==> src/rtl/prog_mem_pkg.sv <==
// Shared sizing and FSM encoding for the program memory and its loader.
// Latency: n/a (declarations only).
// Backpressure: n/a.
package prog_mem_pkg;

  localparam int PM_AW    = 7;
  localparam int PM_DW    = 16;
  localparam int PM_DEPTH = 128;

  // HOLD: processor parked, no burst; LOAD: burst in progress; RUN: processor free.
  typedef enum logic [1:0] {
    ST_HOLD = 2'd0,
    ST_LOAD = 2'd1,
    ST_RUN  = 2'd2
  } state_t;

endpackage

==> src/rtl/prog_mem_ld_ctr.sv <==
// Burst write pointer and remaining-word counter for the loader.
// Latency: load/step take effect on the next rising clk edge; last is combinational.
// Backpressure: none; steps only when the parent signals a completed transfer.
module ld_ctr #(
  parameter int AW    = 7,
  parameter int DEPTH = 128
) (
  input  logic          clk,
  input  logic          reset,
  input  logic          load,
  input  logic [AW-1:0] base,
  input  logic [AW:0]   count,
  input  logic          step,
  output logic [AW-1:0] ptr,
  output logic [AW:0]   remaining,
  output logic          last
);

  // The pointer wraps explicitly so a non-power-of-two DEPTH still stays in range.
  logic [AW-1:0] ptr_inc;
  assign ptr_inc = (ptr == AW'(DEPTH - 1)) ? '0 : ptr + 1'b1;

  assign last = (remaining == (AW+1)'(1));

  // Latch a new burst on load, otherwise advance one word per transfer.
  always_ff @(posedge clk or negedge reset) begin
    if (!reset) begin
      ptr       <= '0;
      remaining <= '0;
    end else if (load) begin
      ptr       <= base;
      remaining <= count;
    end else if (step) begin
      ptr       <= ptr_inc;
      remaining <= remaining - 1'b1;
    end
  end

endmodule

==> src/rtl/prog_mem.sv <==
// Program memory with a burst loader that holds the processor in reset while loading.
// Latency: reads are combinational; writes and control changes land on the next rising clk edge.
// Backpressure: ld_ready is high only in LOAD; ld_valid gaps simply stall the burst.
module prog_mem
  import prog_mem_pkg::*;
#(
  parameter int AW    = PM_AW,
  parameter int DW    = PM_DW,
  parameter int DEPTH = PM_DEPTH
) (
  input  logic          clk,
  input  logic          reset,
  input  logic [AW-1:0] cpu_addr,
  output logic [DW-1:0] cpu_data,
  output logic          cpu_hold,
  input  logic          ld_start,
  input  logic [AW-1:0] ld_base,
  input  logic [AW:0]   ld_count,
  input  logic          ld_valid,
  input  logic [DW-1:0] ld_data,
  output logic          ld_ready,
  input  logic          ld_go,
  output logic          ld_done,
  output logic          ld_err
);

  state_t        state;
  logic          start_ok;
  logic          start_bad;
  logic          xfer;
  logic          ctr_load;
  logic [AW-1:0] ptr;
  logic [AW:0]   remaining;
  logic          last;

  logic [DW-1:0] mem [DEPTH];

  // A burst length must be 1..DEPTH; anything else is rejected with ld_err.
  assign start_ok  = ld_start && (ld_count != '0) && (ld_count <= (AW+1)'(DEPTH));
  assign start_bad = ld_start && !start_ok;

  // Transfers only count while loading; ld_ready mirrors that state.
  assign xfer     = (state == ST_LOAD) && ld_valid;
  assign ctr_load = start_ok && (state != ST_LOAD);

  ld_ctr #(
    .AW    (AW),
    .DEPTH (DEPTH)
  ) u_ld_ctr (
    .clk       (clk),
    .reset     (reset),
    .load      (ctr_load),
    .base      (ld_base),
    .count     (ld_count),
    .step      (xfer),
    .ptr       (ptr),
    .remaining (remaining),
    .last      (last)
  );

  // Control FSM; cpu_hold and ld_ready are registered alongside the state.
  always_ff @(posedge clk or negedge reset) begin
    if (!reset) begin
      state    <= ST_HOLD;
      cpu_hold <= 1'b1;
      ld_ready <= 1'b0;
      ld_done  <= 1'b0;
      ld_err   <= 1'b0;
    end else begin
      ld_done <= 1'b0;
      ld_err  <= 1'b0;
      case (state)
        ST_HOLD: begin
          if (start_ok) begin
            state    <= ST_LOAD;
            cpu_hold <= 1'b1;
            ld_ready <= 1'b1;
          end else if (start_bad) begin
            ld_err <= 1'b1;
          end else if (ld_go) begin
            state    <= ST_RUN;
            cpu_hold <= 1'b0;
            ld_ready <= 1'b0;
          end
        end
        ST_LOAD: begin
          // ld_start and ld_go are deliberately ignored mid-burst.
          if (xfer && last) begin
            state    <= ST_RUN;
            cpu_hold <= 1'b0;
            ld_ready <= 1'b0;
            ld_done  <= 1'b1;
          end
        end
        ST_RUN: begin
          if (start_ok) begin
            state    <= ST_LOAD;
            cpu_hold <= 1'b1;
            ld_ready <= 1'b1;
          end else if (start_bad) begin
            ld_err <= 1'b1;
          end
        end
        default: begin
          state    <= ST_HOLD;
          cpu_hold <= 1'b1;
          ld_ready <= 1'b0;
        end
      endcase
    end
  end

  // Storage write port; contents deliberately survive reset.
  always_ff @(posedge clk) begin
    if (xfer) begin
      mem[ptr] <= ld_data;
    end
  end

  // Asynchronous read port: a same-cycle write is seen only from the next cycle.
  assign cpu_data = mem[cpu_addr];

endmodule

==> config.mk <==
export PLATFORM = sky130hd
export DESIGN_NAME = prog_mem
export DESIGN_NICKNAME = d
export VERILOG_FILES = /design/src/rtl/prog_mem_pkg.sv /design/src/rtl/prog_mem_ld_ctr.sv /design/src/rtl/prog_mem.sv
export SDC_FILE = /design/constraint.sdc
export NUM_CORES = 2
export LEC_CHECK = 0
export BUFFER_PORTS_ARGS = -buffer_cell sky130_fd_sc_hd__buf_4
export CELL_PAD_IN_SITES_DETAIL_PLACEMENT = 2
export CELL_PAD_IN_SITES_GLOBAL_PLACEMENT = 2
export CORE_AREA = 3 3 355 533
export CTS_BUF_LIST = sky130_fd_sc_hd__clkbuf_4
export CTS_CLUSTER_SIZE = 24
export DETAILED_ROUTE_END_ITERATION = 16
export DIE_AREA = 0 0 358 536
export GPL_TIMING_DRIVEN = 0
export PLACE_DENSITY_LB_ADDON = 0.1
export SLEW_MARGIN = 25
export SYNTH_ARGS = -nofsm -noshare
export SYNTH_HDL_FRONTEND = slang
export SYNTH_HIERARCHICAL = 1
export SYNTH_SLANG_ARGS = --single-unit
==> constraint.sdc <==
create_clock -name clk -period 4 [get_ports clk]
set_clock_uncertainty 0.2 [all_clocks]
set_input_delay 0.2 -clock clk [delete_from_list [all_inputs] [get_ports clk]]
set_output_delay 0.2 -clock clk [all_outputs]
set_load 0.02 [all_outputs]
After elaboration in Yosys (flattened, before gate mapping)

Memory sizes are Yosys's and may differ from the RTL's.
Cells that the tools add are included.

Bits in registers: 21
RAM bits: 2,048
Input port bits: 43
Output and inout port bits: 20
Word-level logic and storage cells: 57
Memories kept: 1

Add/sub/neg operators: 2
Magnitude comparators: 1
Equal/unequal tests: 9
Mux-type cells: 25
Reductions and logical operators: 12

Memory list:

| name | words | width | rd ports | clocked after Yosys merged registers in | wr ports | RTL line       | text |
|---|---|---|---|---|---|---|---|
| mem  | 128   | 16    | 1        | 0                                       | 1        | prog_mem.sv:36 | `logic [DW-1:0] mem [DEPTH];` |

Operator list:

| kind                | number |
|---|---|
| $mux 7              | 3 |
| $mux 8              | 2 |
| $mux 1              | 12 |
| $mux 2              | 5 |
| $eq 8x1->1 const B  | 1 |
| $le 8x8->1 const B  | 1 |
| $reduce_bool 8->1   | 1 |
| $sub 8x1->8 const B | 1 |
| $add 7x1->7 const B | 1 |
| $eq 7x7->1 const B  | 1 |
| $logic_and 1x1->1   | 6 |
| $ne 3x3->1 const B  | 2 |
| $pmux 1 s3          | 2 |
| $pmux 2 s3          | 1 |
| $ne 2x1->1 const B  | 2 |
| $reduce_and 4->1    | 1 |
| $eq 2x1->1 const B  | 1 |
| $eq 2x2->1 const B  | 1 |
| $logic_not 2->1     | 1 |
| $ne 2x2->1 const B  | 1 |
| $reduce_bool 2->1   | 1 |
| $reduce_or 2->1     | 1 |
| $logic_not 1->1     | 1 |

Longest topological paths before layout

Word-level depth: 8
Depth in mapped cells: 9
Depth with buffers taken out: 7

By module

Netlist, hierarchy kept.

Modules (own cells, without submodules):

| module   | instances | cells each | area an instance (sq um) | sequential area each (sq um) |
|---|---|---|---|---|
| prog_mem | 1         | 3,105      | 78,525.3                 | 61,650.4 |
| ld_ctr   | 1         | 101        | 922.1                    | 375.4 |

Least setup slack after synthesis

No wires, ideal clock.

Path type: flip-flop to flip-flop
Start: reg u_ld_ctr.ptr[6]
End: mem mem[80][0] in the netlist's numbering, enable pin
Setup time: 430 ps
Arrival: 2,560 ps
Required time: 3,370 ps
Setup slack: 809 ps
Stages on the path, launching flop included: 5
Path buffers: 0
Clock period less this slack: 3,191 ps
Cell sequence: dfrtp_1 nor2b_1 and3_1 nand2_1 nor4_1

RTL lines:

| element                | RTL line              | text |
|---|---|---|
| start, declared        | prog_mem_ld_ctr.sv:14 | `output logic [AW-1:0] ptr,` |
| start signal, assigned | prog_mem_ld_ctr.sv:31 | `ptr <= base;` |
| start signal, assigned | prog_mem_ld_ctr.sv:34 | `ptr <= ptr_inc;` |
| end, declared          | prog_mem.sv:36        |  |

Straight into the memory's write port.

Worst setup path after layout

Start: in cpu_addr[2]
End: out cpu_data[10]

Longest elaborated chain between the ends: 1

Ends and longest elaborated chain:

| element         | RTL line       | text |
|---|---|---|
| start, declared | prog_mem.sv:13 | `input logic [AW-1:0] cpu_addr,` |
| $mem_v2 128x16  | n/a            |  |
| end, declared   | prog_mem.sv:14 | `output logic [DW-1:0] cpu_data,` |

Every way passes these cells.

==> impl_metrics.py <==
metrics = {
    "outcome": {
        "outcome": "finished, violations left",
        "violations": "negative setup slack",
    },
    "critical_path": {
        "worst-r2r-cell-count": 6,
        "timing.critical_path.slowest_stage_cell": "sky130_fd_sc_hd__mux4_2",
        "cp.required_ps": 3600,
        "criticalPathCategory": "primary input to output pin",
        "timing.critical_path.arrival_ps": 3950,
        "element_type_at_the_critical_path_start": "primary input",
        "worstPathMaxFanout": 10,
        "critPathMaxStageDelay_ps": 630,
        "critical-path-top-cell-by-count": "sky130_fd_sc_hd__mux4_2",
        "r2r_start": "state[1]$_DFFE_PN0P_",
        "path_cells": "clkbuf_2 > clkbuf_4 > buf_16 > clkbuf_2 > mux4_2 > mux4_2 > mux4_2 > mux2_2 > buf_4",
        "r2r-end": "mem[89][8]$_DFFE_PP_",
        "timing.critical_path.to_type": "output pin",
        "ff2ff_setup_slack_ps": 110,
    },
    "clocking": {
        "number_of_sinks_driven_by_the_clock_tree": 2069,
        "cts_max_path_buffers": 4,
        "cts-buffers-inserted": 489,
        "cts_tree": "built",
        "clk_latency_ps": 1260,
        "clock-root-buffer": "sky130_fd_sc_hd__clkbuf_4",
        "clk_transition_reported_paths_ps": 70,
        "h-tree-depth": 5,
    },
    "min_path": {
        "endpoint_worst_hold": "ld_done$_DFF_PN0_",
        "min-delay-path-class": "primary input to register",
        "hp-start": "ld_valid",
        "min_delay_path_depth": 4,
    },
    "cells_and_area": {
        "finish.cell_count_without_fillers": 6824,
        "layout-drive-gt1-share_pct": 42.70,
        "mostFrequentLayoutCell": "sky130_fd_sc_hd__edfxtp_1",
        "final-seq-area_mm2": 0.06203,
        "design.final.nets": 4048,
        "multi_input_comb_area_mm2": 0.01718,
        "p_r_area_growth_vs_syn_pct": 17.17,
        "final_area_mm2": 0.09309,
        "layout.cells.most_common_list": "2048 x sky130_fd_sc_hd__edfxtp_1, 690 x sky130_fd_sc_hd__clkbuf_4, 672 x sky130_fd_sc_hd__mux4_2",
        "num-fill-cells": 15920,
    },
    "synth": {
        "netlist.top_cell.by_area": "sky130_fd_sc_hd__edfxtp_1",
        "yosys.area_share.xor_xnor_pct": 0.06614,
        "synth.lib_cells_used.distinct": 45,
        "post_synth_fa_ha_maj_area_fraction_pct": 0.04725,
        "synthesized_nets": 3252,
        "dominant_cells_by_area_after_synthesis": "sky130_fd_sc_hd__edfxtp_1 77%, sky130_fd_sc_hd__mux4_2 19%, sky130_fd_sc_hd__nor2_1 0.66%",
        "combinational_family_with_the_most_area_after_synthesis": "multiplexers",
        "synth-seq-cells": 2069,
        "netlist_area_mm2": 0.07945,
        "synth.avg_cell_area_um2": 24.78,
        "synthSimpleGateAreaFrac_pct": 1.268,
        "async_flop_share_pct": 1.015,
        "netlist_instances": 3206,
        "share_of_the_synthesized_area_in_compound_gates_ao_oa_aoi_oai_pct": 0.2315,
        "synth_mux_area_share_pct": 19.32,
        "synth_sequential_area_ratio_pct": 78.07,
        "ys_dominant_reg_cell": "sky130_fd_sc_hd__edfxtp_1",
        "yosys_warnings": 6,
        "synth_enable_flop_cells": 2048,
        "netlist.area_leader.share_pct": 77.41,
    },
    "timing": {
        "max_freq_mhz": 229.6,
        "final-hold-violation-count": 0,
        "timing.max_slew.rel_slack_pct": 24.95,
        "rsz0062_at_grt": "true",
        "tightestPinTransition_ps": 1126,
        "layout_min_cycle_time_ps": 4355,
        "drv_slew": 0,
        "min_period_over_period_pct": 108.9,
        "setup_viol_count_final": 16,
        "finalWorstSetupSlack_ps": -354.7,
    },
    "placed_design": {
        "placed_cells_incl_taps": 5826,
        "dp_hpwl_um": 167100,
        "post_dp_cell_area_mm2": 0.08529,
        "globalplace.congestion": 0.8284,
        "placement.io_buffers": 56,
    },
    "die": {
        "floorplan.die.width_um": 358,
        "design.portCount": 63,
        "core_area_mm2": 0.1845,
        "initial_core_util_pct": 43.06,
        "die_h_um": 536,
        "fp.dieArea_mm2": 0.1919,
        "rows": 193,
    },
    "power": {
        "power_density_mw_per_mm2": 483.9,
        "vdd.ir_drop.worst_v": 0.0002930,
        "lkg_pwr_nw": 29.46,
    },
    "grt": {
        "grt_pass1_wl_um": 357500,
        "globalRouteOverflowTotal": 0,
        "grt_pass1_vias": 44490,
        "grt_usage_pct": 27.01,
        "largest_net_degree_at_the_start_of_global_routing": 127,
        "grt_antenna_before_repair": 13,
    },
    "routing": {
        "totalWireLength_um": 255000,
        "post_drt_wl_per_cell_um": 37.37,
        "vias": 39610,
        "drtPass1Iterations": 9,
        "detailedRoute.firstIterationViolations": 4089,
        "drcViolationCount": 0,
        "via_per_inst": 5.804,
        "antenna_violating_nets_post_route": 0,
    },
    "flow_run": {
        "max-cap-violations": 0,
    },
}
critical path: cells and delay by family:
family | cells | cell delay (ps)
mux | 4 | 1950
buf+inv | 5 | 1720
cells in the mapped netlist, drive strengths merged, types with 2 or more instances:
cell type	instances
nor4	4
and3	5
mux4	672
and2	3
o41ai	2
nand4	4
mux2i	2
edfxtp	2048
nand2	30
inv	10
or4	2
xor2	3
mux2	17
a211o	2
or3	5
nand3	14
xnor2	3
nor2	140
dfrtp	20
o21ai	11
clkbuf	82
nor3b	4
ha	3
a21oi	7
nor2b	6
nand3b	4
buf	90
timing repair:
| action | CTS | global route |
|---|---|---|
| buffers inserted | 3 | 2 |
| endpoints found under the hold margin | 2411 | 20 |
| hold buffers | 114 | 1 |
| gates resized for setup | 55 | 34 |
| pin swaps | 2 | 1 |
| setup endpoints to repair | 535 | 115 |
flip-flops by register name, indices dropped and copies added (netlist names):
signal	count
ld_done	1
u_ld_ctr/ptr	7
state	2
u_ld_ctr/remaining	8
ld_ready	1
mem	2048
ld_err	1
cpu_hold	1
routing by layer:
layer	wire [um]	track usage, %	vias up
met5	29	0	-
met4	13780	13.33	4
met3	13610	4.522	437
met2	137900	48.38	1562
met1	89770	31.28	21770
li1	-	-	15830
through the flow:
| step | util, % | setup TNS [ps] | hold slack, ps | setup slack, ps | total power [mW] |
|---|---|---|---|---|---|
| CTS | 50.35 | -6390 | 78.57 | -427.9 | 45.46 |
| global route | 50.46 | -5865 | 177.6 | -402.4 | 46.72 |
| detailed placement | 46.23 | -105370 | -88.97 | -1044 | 28.16 |
| finish | 50.46 | -4958 | 240.7 | -354.7 | 45.05 |
| floorplan | - | 0 | -295.6 | 809.3 | 26.21 |
| global placement | 44.94 | -1412750 | -98.42 | -2342 | 27.82 |
layout make-up:
| class | count | area share, % |
|---|---|---|
| timing repair buffer | 306 | 4.172 |
| multi-input combinational | 955 | 18.46 |
| clock buffer | 684 | 5.516 |
| inverter | 10 | 0.04032 |
| buffer | 171 | 0.9274 |
| tap | 2437 | 3.275 |
| sequential | 2069 | 66.63 |
| antenna | 8 | 0.02150 |
| clock inverter | 184 | 0.9597 |
logic make-up (layout without fill, tap and decap cells):
logic type,after synthesis,after routing
other,0,8
buffers and inverters,182,1355
flip-flops,2069,2069
AO/OA/AOI/OAI,29,29
adder cells (fa/ha/maj),3,3
AND/OR/NAND/NOR,226,226
multiplexers,691,691
XOR/XNOR,6,6
how the worst max path moves through the flow:
| stage | slack (ps) | cells past startpoint | to | from |
|---|---|---|---|---|
| 3_5_place_dp | -1040 | 8 | cpu_data[4] | cpu_addr[2] |
| 2_1_floorplan | 810 | 4 | mem[80][0]$_DFFE_PP_ | u_ld_ctr/ptr[6]$_DFFE_PN0P_ |
| 5_1_grt | -400 | 5 | cpu_data[9] | mem[82][9]$_DFFE_PP_ |
| 6_report | -350 | 9 | cpu_data[10] | cpu_addr[2] |
| 3_3_place_gp | -2340 | 8 | cpu_data[14] | cpu_addr[2] |
| 4_1_cts | -430 | 5 | cpu_data[8] | mem[91][8]$_DFFE_PP_ |
power breakdown:
part	internal, mW	total, mW	switching (mW)
sequential	24.0	24.2	0.224
combinational	1.43	3.80	2.37
clock	8.26	17.0	8.78
Note: power is estimated with default switching activity, not from simulation.
